`src/rtl/id_ex_stage_reg.sv`:
```
// rtl/id_ex_stage_reg.sv - ID->EX pipeline register with NZCV status ownership and kill counter
// Bubbles on failed condition or hazard; bypasses in-flight NZCV back to the condition checker.
module id_ex_stage_reg #(
   parameter int WORD_WIDTH     = 32,
   parameter int REG_ADDR_WIDTH = 4,
   parameter int KILL_CNT_WIDTH = 16
) (
   input  logic                      clk,
   input  logic                      rst,
   input  logic                      flush,
   input  logic                      freeze,
   input  logic                      hazard,
   input  logic                      cond_flag,
   input  logic                      wb_en_in,
   input  logic                      mem_r_in,
   input  logic                      mem_w_in,
   input  logic                      b_in,
   input  logic                      s_in,
   input  logic [3:0]                exe_cmd_in,
   input  logic [WORD_WIDTH-1:0]     pc_in,
   input  logic [WORD_WIDTH-1:0]     val_rn_in,
   input  logic [WORD_WIDTH-1:0]     val_rm_in,
   input  logic                      imm_in,
   input  logic [11:0]               shift_operand_in,
   input  logic [23:0]               signed_imm_24_in,
   input  logic [REG_ADDR_WIDTH-1:0] dest_in,
   input  logic [REG_ADDR_WIDTH-1:0] src1_in,
   input  logic [REG_ADDR_WIDTH-1:0] src2_in,
   input  logic [3:0]                alu_status_in,
   output logic                      wb_en_out,
   output logic                      mem_r_out,
   output logic                      mem_w_out,
   output logic                      b_out,
   output logic                      s_out,
   output logic [3:0]                exe_cmd_out,
   output logic [WORD_WIDTH-1:0]     pc_out,
   output logic [WORD_WIDTH-1:0]     val_rn_out,
   output logic [WORD_WIDTH-1:0]     val_rm_out,
   output logic                      imm_out,
   output logic [11:0]               shift_operand_out,
   output logic [23:0]               signed_imm_24_out,
   output logic [REG_ADDR_WIDTH-1:0] dest_out,
   output logic [REG_ADDR_WIDTH-1:0] src1_out,
   output logic [REG_ADDR_WIDTH-1:0] src2_out,
   output logic                      valid_out,
   output logic [3:0]                status_out,
   output logic [3:0]                status_fwd,
   output logic [KILL_CNT_WIDTH-1:0] kill_count
);

   logic kill;
   logic load;
   logic ex_sets_flags;
   logic kill_cnt_sat;

   assign kill          = hazard | ~cond_flag;
   assign load          = ~flush & ~freeze;
   assign ex_sets_flags = s_out & valid_out;
   assign kill_cnt_sat  = &kill_count;

   // Control bits and valid are gated by kill; data fields always follow ID.
   always_ff @(posedge clk or posedge rst) begin
      if (rst) begin
         wb_en_out         <= 1'b0;
         mem_r_out         <= 1'b0;
         mem_w_out         <= 1'b0;
         b_out             <= 1'b0;
         s_out             <= 1'b0;
         valid_out         <= 1'b0;
         exe_cmd_out       <= '0;
         pc_out            <= '0;
         val_rn_out        <= '0;
         val_rm_out        <= '0;
         imm_out           <= 1'b0;
         shift_operand_out <= '0;
         signed_imm_24_out <= '0;
         dest_out          <= '0;
         src1_out          <= '0;
         src2_out          <= '0;
      end else if (flush) begin
         wb_en_out         <= 1'b0;
         mem_r_out         <= 1'b0;
         mem_w_out         <= 1'b0;
         b_out             <= 1'b0;
         s_out             <= 1'b0;
         valid_out         <= 1'b0;
         exe_cmd_out       <= '0;
         pc_out            <= '0;
         val_rn_out        <= '0;
         val_rm_out        <= '0;
         imm_out           <= 1'b0;
         shift_operand_out <= '0;
         signed_imm_24_out <= '0;
         dest_out          <= '0;
         src1_out          <= '0;
         src2_out          <= '0;
      end else if (!freeze) begin
         wb_en_out         <= wb_en_in & ~kill;
         mem_r_out         <= mem_r_in & ~kill;
         mem_w_out         <= mem_w_in & ~kill;
         b_out             <= b_in & ~kill;
         s_out             <= s_in & ~kill;
         valid_out         <= ~kill;
         exe_cmd_out       <= exe_cmd_in;
         pc_out            <= pc_in;
         val_rn_out        <= val_rn_in;
         val_rm_out        <= val_rm_in;
         imm_out           <= imm_in;
         shift_operand_out <= shift_operand_in;
         signed_imm_24_out <= signed_imm_24_in;
         dest_out          <= dest_in;
         src1_out          <= src1_in;
         src2_out          <= src2_in;
      end
   end

   // The flag write belongs to the instruction already in EX, so flush does not cancel it.
   always_ff @(posedge clk or posedge rst) begin
      if (rst) begin
         status_out <= 4'b0000;
      end else if (ex_sets_flags && !freeze) begin
         status_out <= alu_status_in;
      end
   end

   assign status_fwd = ex_sets_flags ? alu_status_in : status_out;

   always_ff @(posedge clk or posedge rst) begin
      if (rst) begin
         kill_count <= '0;
      end else if (load && kill && !kill_cnt_sat) begin
         kill_count <= kill_count + 1'b1;
      end
   end

endmodule

```
`config.mk`:
```
export PLATFORM = sky130hd
export DESIGN_NAME = id_ex_stage_reg
export DESIGN_NICKNAME = d
export VERILOG_FILES = /design/src/rtl/id_ex_stage_reg.sv
export SDC_FILE = /design/constraint.sdc
export NUM_CORES = 1
export LEC_CHECK = 0
export BUFFER_PORTS_ARGS = -buffer_cell sky130_fd_sc_hd__buf_2
export CORE_UTILIZATION = 42
export DETAILED_ROUTE_END_ITERATION = 16
export GPL_ROUTABILITY_DRIVEN = 0
export PLACE_DENSITY = 0.84
export SLEW_MARGIN = 0
export SYNTH_ARGS = -nofsm -noshare
export SYNTH_HDL_FRONTEND = slang
export SYNTH_SLANG_ARGS = --single-unit
```
`constraint.sdc`:
```
create_clock -name clk -period 5.89 [get_ports clk]
set_input_delay 0.8835 -clock clk [delete_from_list [all_inputs] [get_ports clk]]
set_output_delay 0.8835 -clock clk [all_outputs]
set_load 0.05 [all_outputs]
```
==> results of run 1 <==
==> power groups by stage <==
stage | Clock [W] | Sequential [W] | Combinational, W
3_5_place_dp | 0 | 0.00137 | 0.000670
2_1_floorplan | 0 | 0.00165 | 0.000189
3_3_place_gp | 0 | 0.00137 | 0.000660
5_1_grt | 0.00113 | 0.00136 | 0.000703
6_report | 0.00106 | 0.00135 | 0.000664
4_1_cts | 0.00109 | 0.00135 | 0.000670
==> synth_stat cells, types with 4 or more instances <==
library cell and n:
buf_1 5, nand4_1 4, mux2_2 10, nor4_1 5, clkbuf_1 16, xor2_1 12
nor2_1 153, nor3_1 8, dfrtp_1 175, mux2i_1 149, a21oi_1 6, buf_2 15
nand3b_1 5, nand2_1 13
==> metal layers <==
metal  track usage (%)  vias up
li1                  -     2664
met1              25.2     2753
met2              34.0      212
met3              4.44       30
met4              8.43        0
met5                 0        -
==> state kept, by name, summed over array words and instances, names as in the netlist, 12 cells and up <==
name               count
kill_count            16
pc_out                32
shift_operand_out     12
signed_imm_24_out     24
val_rm_out            32
val_rn_out            32
==> worst register-to-register path: cells and delay by family (launching register included) <==
kind | cells | cell delay [ns]
mux | 1 | 0.31
fa+ha+maj | 1 | 0.24
simple gates | 3 | 0.77
flops | 1 | 0.44
==> path summary, 6_finish.rpt <==
kind | start | to | cells after the start
max | freeze | signed_imm_24_out[17] | 4
min | val_rm_out[29] | val_rm_out[29] | 2
max reg2reg | kill_count[0] | kill_count[1] | 5
min reg2reg | val_rm_out[29] | val_rm_out[29] | 2
max in group asynchronous | rst | signed_imm_24_out[9] | 3
min in group asynchronous | rst | shift_operand_out[7] | 2
==> per-stage QoR <==
step | utilization, % | hold slack [ns] | instance area, µm² | cells
4_1_cts | 57.9 | 0.510 | 9640 | 1157
3_3_place_gp | 54.5 | 0.497 | 9070 | 1125
3_5_place_dp | 54.5 | 0.498 | 9070 | 1125
2_1_floorplan | - | 0.768 | 7190 | 595
6_report | 57.9 | 0.513 | 9640 | 1157
5_1_grt | 57.9 | 0.533 | 9640 | 1157
==> area by class of cell <==
class | instances | area, µm² | share of cell area, %
sequential | 175 | 4380 | 45.4
multi-input combinational | 383 | 2660 | 27.6
timing repair buffer | 346 | 1750 | 18.2
clock buffer | 22 | 484 | 5.03
tap | 220 | 275 | 2.86
clock inverter | 10 | 77.6 | 0.805
inverter | 1 | 8.76 | 0.0909
==> cell families (layout without fill, tap and decap cells) <==
group / after synthesis / count (layout) / synth area share [%]
AND/OR/NAND/NOR: 201 / 201 / 12.1
AO/OA/AOI/OAI: 9 / 9 / 0.713
flip-flops: 175 / 175 / 60.9
adder cells (fa/ha/maj): 1 / 1 / 0.174
multiplexers: 160 / 160 / 22.5
buffers and inverters: 37 / 379 / 2.19
XOR/XNOR: 12 / 12 / 1.46
==> metrics.yaml, run 1 <==
grt_overflow: 0
syn_area_um2: 7190
antenna_found_initial: 0
grt_pass1_vias: 5559
die_area_um2: 17700
power_frac_seq_pct: 44.0
switching_share_pct: 33.1
grt_start_max_net_pins: 104
m1WireLength_mm: 7.50
layout_common_cells: "buf_2 (340), dfrtp_1 (175), nor2_1 (153), mux2i_1 (149), clkbuf_16 (17)"
antennaDiodeCount: 0
crit_slowest_cell: "buf_4"
async_reset_ff_share_pct: 100
layout.nets: 1089
viasPerCell: 4.89
post-route-period-util_pct: 47.7
dieHeight_um: 133
critPathKind: "input port to register"
slew_viol_final: 0
synth_edf_count: 0
max_freq_ghz: 0.356
wl_met3_um: 886
worst_slew_pin_slew_ns: 1.12
drive_above_1_share_pct: 42.2
dr_wl_met2_mm: 9.05
fill_cells: 1370
drt_iter0_markers: 248
p_comb_share_pct: 21.6
wirelength_mm: 17.8
path_clk_slew_ns: 0.07
yosysTopAreaCell: "dfrtp_1"
ys_warn_count: 0
ir_drop_v: 0.000213
path_buf_inv: 2
max_slew_margin_pct: 25.6
finalSetupTns_ns: 0
htreeDepth: 4
synth_nets: 760
grt_pass1_wl_mm: 28.2
powerDensity_nw_per_um2: 319
clk_latency_ns: 0.41
grtUsageTotal_pct: 20.3
ios: 343
switchingPower_w: 0.00102
startpoint_type: "input port"
r2r_slack_ns: 4.02
drt-pass1-iter-count: 4
io_buffers: 342
wl_per_cell_um: 15.4
pre_cts_slack_ns: 2.74
dp.final_hpwl_mm: 12.6
min_path_type: "register to register"
end_kind: "register"
cts_resized: 0
die_w_um: 133
hold_viol_final: 0
yosysUniqueCellTypes: 28
cts_tree: "yes"
cts-root-buf: "clkbuf_16"
clock_skew_ns: 0.0106
syn2layout_area_growth_pct: 33.9
cts_buffers: 17
ys_seq_area_share_pct: 60.9
netlist_top_cells_area: "dfrtp_1 (61%), mux2i_1 (21%), nor2_1 (8.0%)"
p_leak_nw: 5.56
ctsHoldBuffers: 0
clock_path_buffers: 2
crit_family: "buffers and inverters"
intPower_w: 0.00206
fin_ws_ns: 3.08
status: "finished clean"
pwr-share-clk_pct: 34.4
synth_top_area_share_pct: 60.9
coreArea_um2: 16600
cts.sinks: 175
finalPower_w: 0.00308
routed.top_layer: "met4"
num_rows: 47
vias: 5659
required_ns: 6.15
synthFlopType: "dfrtp_1"
synthCells: 595
post_synth.cell_area_avg_um2: 12.1
worstPathArrival_ns: 3.07
final_common_cell: "buf_2"
setup_viol: 0
post_cts_buffers: 0
synth_seq_cells: 175
ant_nets: 0
rsz0062_at_grt: "false"
drc: 0
max_stage_delay_ns: 0.99
start_util_pct: 43.2
crit_chain: "clkbuf_8 -> buf_4 -> mux2i_1 -> nor2_1"
maxCapViolCount: 0
min_period_ns: 2.81
cp_max_fo: 96
Power figures use the tool's default switching activity.
==> run 2, diff against run 1 <==
--- a/config.mk
+++ b/config.mk
@@ -5,11 +5,13 @@
 export SDC_FILE = /design/constraint.sdc
 export NUM_CORES = 1
 export LEC_CHECK = 0
+export ABC_AREA = 1
 export BUFFER_PORTS_ARGS = -buffer_cell sky130_fd_sc_hd__buf_2
-export CORE_UTILIZATION = 42
+export CORE_AREA = 2 2 133 135
 export DETAILED_ROUTE_END_ITERATION = 16
+export DIE_AREA = 0 0 135 137
 export GPL_ROUTABILITY_DRIVEN = 0
-export PLACE_DENSITY = 0.84
+export PLACE_DENSITY = 0.83
 export SLEW_MARGIN = 0
 export SYNTH_ARGS = -nofsm -noshare
 export SYNTH_HDL_FRONTEND = slang
==> constraint.sdc (replaced) <==
create_clock -name clk -period 2.85 [get_ports clk]
set_input_delay 0.4275 -clock clk [delete_from_list [all_inputs] [get_ports clk]]
set_output_delay 0.4275 -clock clk [all_outputs]
set_load 0.05 [all_outputs]
==> run 2 against run 1 <==
  * First-iteration DRC count is 34% higher
  * Routed wire length is 18% higher
  * Global-route usage grew 2.2 points
  * Sequential power increased by 110%
  * Cell count up 23%
  * Clock power up 120%
  * Utilization grew 0.41 points
  * Register-to-register slack lost 3.0 ns
  * Non-clock buffer count rose by 14
  * Critical path type is now register to output port
  * Critical endpoint is now status_fwd[1]
  * Highest routed layer unchanged
==> metrics.yaml, run 2 <==
ctsHoldBuffers: 0  # unchanged
finalSetupTns_ns: 0  # unchanged
fill_cells: 1543  # was 1370
r2r-end: "kill_count[11]"  # was kill_count[1]
antenna_found_initial: 0  # unchanged
startpoint_type: "register"  # was input port
p_leak_nw: 5.98  # was 5.56 nW
final_common_cell: "nand2_1"  # was buf_2
ys_top_cells_by_count: "nand2_1 (366), dfrtp_1 (175), nand3_1 (170), inv_1 (28), buf_2 (26)"  # was dfrtp_1 (175), nor2_1 (153), mux2i_1 (149), clkbuf_1 (16), buf_2 (15)
grt_use_met3_pct: 6.56  # was 4.44%
clock_path_buffers: 2  # unchanged
vias: 7114  # was 5659
synthFlopType: "dfrtp_1"  # unchanged
yosysUniqueCellTypes: 24  # was 28
end_kind: "output port"  # was register
drt_iter0_markers: 332  # was 248
grtUsageTotal_pct: 22.4  # was 20.3%
ys_warn_count: 0  # unchanged
post_cts_buffers: 0  # unchanged
max_slew_margin_pct: 38.7  # was 25.6%
layout_common_cells: "nand2_1 (366), buf_2 (341), dfrtp_1 (175), nand3_1 (170), inv_1 (26)"  # was buf_2 (340), dfrtp_1 (175), nor2_1 (153), mux2i_1 (149), clkbuf_16 (17)
synth_nets: 1029  # was 760
hold_viol_final: 0  # unchanged
synth_seq_cells: 175  # unchanged
grt_start_max_net_pins: 156  # was 104
path_clk_slew_ns: 0.08  # was 0.07 ns
ant_nets: 0  # unchanged
grt_util_met1_pct: 27.9  # was 25.2%
grt_overflow: 0  # unchanged
reg2regPathDepth: 8  # was 5
synth_top_area_share_pct: 59.3  # was 60.9%
cp_max_fo: 9  # was 96
die_w_um: 135  # was 133 µm
start_util_pct: 43.3  # was 43.2%
max_freq_ghz: 0.523
multi_input_area_um2: 2660  # about the same
slew_viol_final: 0  # unchanged
synthCells: 864  # was 595
min_period_ns: 1.91
cts_buffers: 17  # unchanged
yosysTopAreaCell: "dfrtp_1"  # unchanged
worstPathArrival_ns: 1.48  # was 3.07 ns
critPathCapture: "status_fwd[1]"  # was signed_imm_24_out[17]
cts-root-buf: "clkbuf_16"  # unchanged
drt-pass1-iter-count: 5  # was 4
clock_skew_ns: 0.00674  # was 0.0106 ns
post-route-period-util_pct: 67.0
grt_pass1_vias: 6718  # was 5559
drc: 0  # unchanged
wl_per_cell_um: 14.8  # was 15.4 µm
grt.met2_usage_pct: 37.7  # was 34.0%
rsz0062_at_grt: "false"  # unchanged
required_ns: 2.42  # was 6.15 ns
cts.sinks: 175  # unchanged
seqCellArea_um2: 4380  # unchanged
status: "finished clean"  # unchanged
clk_latency_ns: 0.43  # was 0.41 ns
powerDensity_nw_per_um2: 646  # was 319 nW/µm²
drive_above_1_share_pct: 34.6  # was 42.2%
r2r-start: "kill_count[0]"  # unchanged
dieHeight_um: 137  # was 133 µm
post_synth.cell_area_avg_um2: 8.55  # was 12.1 µm²
worst_slew_pin_slew_ns: 0.918  # was 1.12 ns
die_area_um2: 18500  # was 17700 µm²
grt_most_used_layer: "met2"  # unchanged
setup_viol: 0  # unchanged
dp.final_hpwl_mm: 14.7  # was 12.6 mm
layout.nets: 1355  # was 1089
crit_start: "s_out"  # was freeze
htreeDepth: 4  # unchanged
antennaDiodeCount: 0  # unchanged
grt_pass1_wl_mm: 32.9  # was 28.2 mm
netlist_top_cells_area: "dfrtp_1 (59%), nand2_1 (19%), nand3_1 (12%)"  # was dfrtp_1 (61%), mux2i_1 (21%), nor2_1 (8.0%)
syn2layout_area_growth_pct: 34.7  # was 33.9%
ios: 343  # unchanged
cts_resized: 0  # unchanged
wirelength_mm: 21.1  # was 17.8 mm
ys_seq_area_share_pct: 59.3  # was 60.9%
min_path_type: "input port to register"  # was register to register
reg_top3: "pc_out x32, val_rm_out x32, val_rn_out x32"  # unchanged
viasPerCell: 4.98  # was 4.89
syn_area_um2: 7380  # was 7190 µm²
maxCapViolCount: 0  # unchanged
cts_tree: "yes"  # unchanged
coreArea_um2: 17100  # was 16600 µm²
r2r_slack_ns: 1.06  # was 4.02 ns
critPathKind: "register to output port"  # was input port to register
final_util_pct: 58.3  # was 57.9%
synth_most_common_cell: "nand2_1"  # was dfrtp_1
ir_drop_v: 0.000389  # was 0.000213 V
synth_edf_count: 0  # unchanged
num_rows: 48  # was 47
async_reset_ff_share_pct: 100  # unchanged
io_buffers: 342  # unchanged
==> run 2: final cells by class <==
type | count | share of cell area (%)
flip-flops and latches | 175 | 44.0
multi-input cells | 607 | 26.8
repair buffers | 360 | 19.3
clock buffers | 18 | 4.42
clock inverters | 14 | 1.45
well taps | 225 | 2.83
inverters | 29 | 1.16
==> run 2: kinds of logic after synthesis <==
kind of cell / Yosys count / share of synthesized area [%]
compound gates: 17 / 1.36
xor+xnor: 2 / 0.237
fa+ha+maj: 1 / 0.169
buf+inv: 82 / 4.71
flops: 175 / 59.3
simple gates: 587 / 34.2
==> run 2: critical path, cell delays in order, from the launching register on <==
cell,delay (ns)
dfrtp_1,0.40
nand2_1,0.21
nand2_1,0.08
o21ai_0,0.08
buf_2,0.29
==> run 2: worst min-delay path by stage <==
| stage | slack (ns) | depth (start not counted) | to | startpoint |
|---|---|---|---|---|
| 2_1_floorplan | 0.54 | 2 | dest_out[0] | dest_in[0] |
| 3_3_place_gp | 0.48 | 2 | val_rm_out[17] | val_rm_out[17] |
| 3_5_place_dp | 0.49 | 2 | shift_operand_out[1] | shift_operand_out[1] |
| 4_1_cts | 0.16 | 3 | val_rn_out[16] | val_rn_in[16] |
| 5_1_grt | 0.18 | 3 | val_rm_out[22] | val_rm_in[22] |
| 6_report | 0.18 | 3 | val_rn_out[16] | val_rn_in[16] |
==> run 2: stage by stage <==
step,setup WS (ns),std cells,instance area (µm²),hold slack (ns),power [W]
2_1_floorplan,0.184,864,7390,0.537,0.00375
3_3_place_gp,1.09,1396,9360,0.485,0.00416
3_5_place_dp,1.03,1396,9360,0.488,0.00419
4_1_cts,0.909,1428,9950,0.162,0.00648
5_1_grt,0.807,1428,9950,0.177,0.00667
6_report,0.939,1428,9950,0.183,0.00643
==> run 2: routing by layer <==
metal | wire length [µm] | vias to the layer above
met4 | 438 | 0
met1 | 8570 | 3354
met5 | 0 | -
li1 | - | 3401
met3 | 1730 | 37
met2 | 10400 | 322
==> run 2: power breakdown <==
group / total (W) / switching, W / internal [W]
clock network: 0.00229 / 0.00110 / 0.00119
logic: 0.00135 / 0.00102 / 0.000327
registers: 0.00279 / 0.000142 / 0.00264
total: 0.00643 / 0.00226 / 0.00416
==> run 3, diff against run 2 <==
==> constraint.sdc (replaced) <==
create_clock -name clk -period 1.8 [get_ports clk]
set_input_delay 0.27 -clock clk [delete_from_list [all_inputs] [get_ports clk]]
set_output_delay 0.27 -clock clk [all_outputs]
set_load 0.05 [all_outputs]
==> run 3 against run 2 <==
  * Utilization increased by 0.55 points
  * Cell count down 0.21%
  * Sequential power increased by 57%
  * Worst setup slack got worse by 0.85 ns
  * Worst hold slack got worse by 0.15 ns
  * Combinational power up 61%
  * Flip-flop and latch count is the same
  * Routed wire length decreased by 2.5%
  * Total power up 61%
  * Register-to-register slack lost 0.91 ns
  * First-iteration DRC count increased by 24%
  * Largest power group unchanged
==> metrics.yaml, run 3 (synthesis results as in run 2) <==
r2r_slack_ns: 0.15  # was 1.06 ns
post-route-period-util_pct: 94.9
antennaDiodeCount: 0  # unchanged
reg_top3: "pc_out x32, val_rm_out x32, val_rn_out x32"  # unchanged
end_kind: "output port"  # unchanged
dieHeight_um: 137  # unchanged
r2r-end: "kill_count[14]"  # was kill_count[11]
rsz0062_at_grt: "false"  # unchanged
max_slew_margin_pct: 63.1  # was 38.7%
r2r-start: "kill_count[1]"  # was kill_count[0]
p_leak_nw: 6.01  # was 5.98 nW
start_util_pct: 43.3  # unchanged
finalSetupTns_ns: 0  # unchanged
grt_pass1_wl_mm: 32.0  # was 32.9 mm
finalPower_w: 0.0104  # was 0.00643 W
required_ns: 1.53  # was 2.42 ns
grtUsageTotal_pct: 21.7  # was 22.4%
final_common_cell: "nand2_1"  # unchanged
path_clk_slew_ns: 0.07  # was 0.08 ns
antenna_found_initial: 0  # unchanged
io_buffers: 342  # unchanged
critPathKind: "register to output port"  # unchanged
hold_depth: 3  # unchanged
dp.final_hpwl_mm: 14.5  # was 14.7 mm
fill_cells: 1472  # was 1543
cts_tree: "yes"  # unchanged
maxCapViolCount: 0  # unchanged
powerDensity_nw_per_um2: 1030  # was 646 nW/µm²
cts.sinks: 175  # unchanged
die_w_um: 135  # unchanged
max_freq_ghz: 0.585
pre_cts_slack_ns: 0.133  # was 1.03 ns
hold_viol_final: 0  # unchanged
syn2layout_area_growth_pct: 36.0  # was 34.7%
hold_end: "val_rn_out[18]"  # was val_rn_out[16]
drc: 0  # unchanged
wirelength_mm: 20.6  # was 21.1 mm
min_period_ns: 1.71
cp_max_fo: 9  # unchanged
drive_above_1_share_pct: 34.7  # was 34.6%
grt_overflow: 0  # unchanged
grt_start_max_net_pins: 101  # was 156
ios: 343  # unchanged
ant_nets: 0  # unchanged
cts_buffers: 17  # unchanged
viasPerCell: 4.91  # was 4.98
num_rows: 48  # unchanged
wl_per_cell_um: 14.5  # was 14.8 µm
worst_slew_pin_slew_ns: 0.553  # was 0.918 ns
cts-root-buf: "clkbuf_16"  # unchanged
reg2regPathDepth: 7  # was 8
slew_viol_final: 0  # unchanged
min_path_type: "input port to register"  # unchanged
status: "finished clean"  # unchanged
vias: 6993  # was 7114
ir_drop_v: 0.000607  # was 0.000389 V
fin_ws_ns: 0.0919  # was 0.939 ns
die_area_um2: 18500  # unchanged
coreArea_um2: 17100  # unchanged
drt_iter0_markers: 411  # was 332
layout_common_cells: "nand2_1 (365), buf_2 (341), dfrtp_1 (175), nand3_1 (170), inv_1 (26)"  # was nand2_1 (366), buf_2 (341), dfrtp_1 (175), nand3_1 (170), inv_1 (26)
clock_path_buffers: 2  # unchanged
drt-pass1-iter-count: 5  # unchanged
clock_skew_ns: 0.00692  # was 0.00674 ns
worstHoldStart: "val_rn_in[18]"  # was val_rn_in[16]
clk_latency_ns: 0.42  # was 0.43 ns
dp_cells: 1393  # was 1396
htreeDepth: 4  # unchanged
startpoint_type: "register"  # unchanged
fin_cells: 1425  # was 1428
setup_viol: 0  # unchanged
worstPathArrival_ns: 1.44  # was 1.48 ns
layout.nets: 1353  # was 1355
grt_pass1_vias: 6492  # was 6718
run 3: cell types whose count changed in the layout (fill, tap and decap cells not counted), sizes merged:
| cell | before | now |
|---|---|---|
| clkinv | 7 | 3 |
| buf | 360 | 357 |
| bufinv | 0 | 3 |
| clkinvlp | 1 | 2 |
| dlygate4sd3 | 0 | 1 |
| inv | 35 | 34 |
run 3: routing by layer:
layer | vias up | wire length [µm] | global-route usage [%]
met5 | - | 0 | 0
met2 | 281 | 10200 | 34.7
met4 | 0 | 522 | 8.39
li1 | 3402 | - | -
met3 | 43 | 1500 | 6.15
met1 | 3267 | 8430 | 28.0
run 3: what timing repair did:
item	4_1_cts	5_1_grt
gates resized for setup	1	1
gates cloned	0	0
hold endpoints to repair	21	0
buffers inserted	0	0
hold buffers	1	0
setup endpoints to repair	4	3
run 3: layout make-up:
| cell class | instances | area [µm²] | share of cell area, % |
|---|---|---|---|
| multi-input combinational | 607 | 2690 | 26.7 |
| clock inverter | 13 | 175 | 1.74 |
| tap | 225 | 282 | 2.80 |
| clock buffer | 18 | 429 | 4.27 |
| timing repair buffer | 358 | 1970 | 19.7 |
| inverter | 29 | 115 | 1.15 |
| sequential | 175 | 4380 | 43.6 |
run 3: how the worst max path moves through the flow:
stage / from / to / slack (ns) / depth (start not counted)
global placement: kill_count[1] / kill_count[11] / 0.17 / 8
detailed placement: kill_count[1] / kill_count[11] / 0.13 / 8
finish: valid_out / status_fwd[1] / 0.09 / 4
global route: valid_out / status_fwd[3] / 0.001 / 4
floorplan: rst / b_out / -0.71 / 1
CTS: valid_out / status_fwd[3] / 0.06 / 4
run 3: worst max-delay path, stage by stage, from the launching register on:
cell and delay, ns:
dfrtp_1 0.41, nand2_2 0.19, nand2_1 0.09, o21ai_2 0.06
buf_2 0.27
run 3: power by group:
| group | internal (W) | total, W | switching, W |
|---|---|---|---|
| registers | 0.00419 | 0.00439 | 0.000203 |
| logic | 0.000537 | 0.00217 | 0.00163 |
| clock network | 0.00221 | 0.00380 | 0.00159 |
run 3: per-stage QoR:
stage	area (µm²)	utilization [%]	hold slack (ns)
2_1_floorplan	7400	-	0.380
5_1_grt	10000	58.9	0.0186
3_3_place_gp	9420	55.2	0.360
4_1_cts	10000	58.8	0.0111
6_report	10000	58.9	0.0368
3_5_place_dp	9420	55.2	0.370
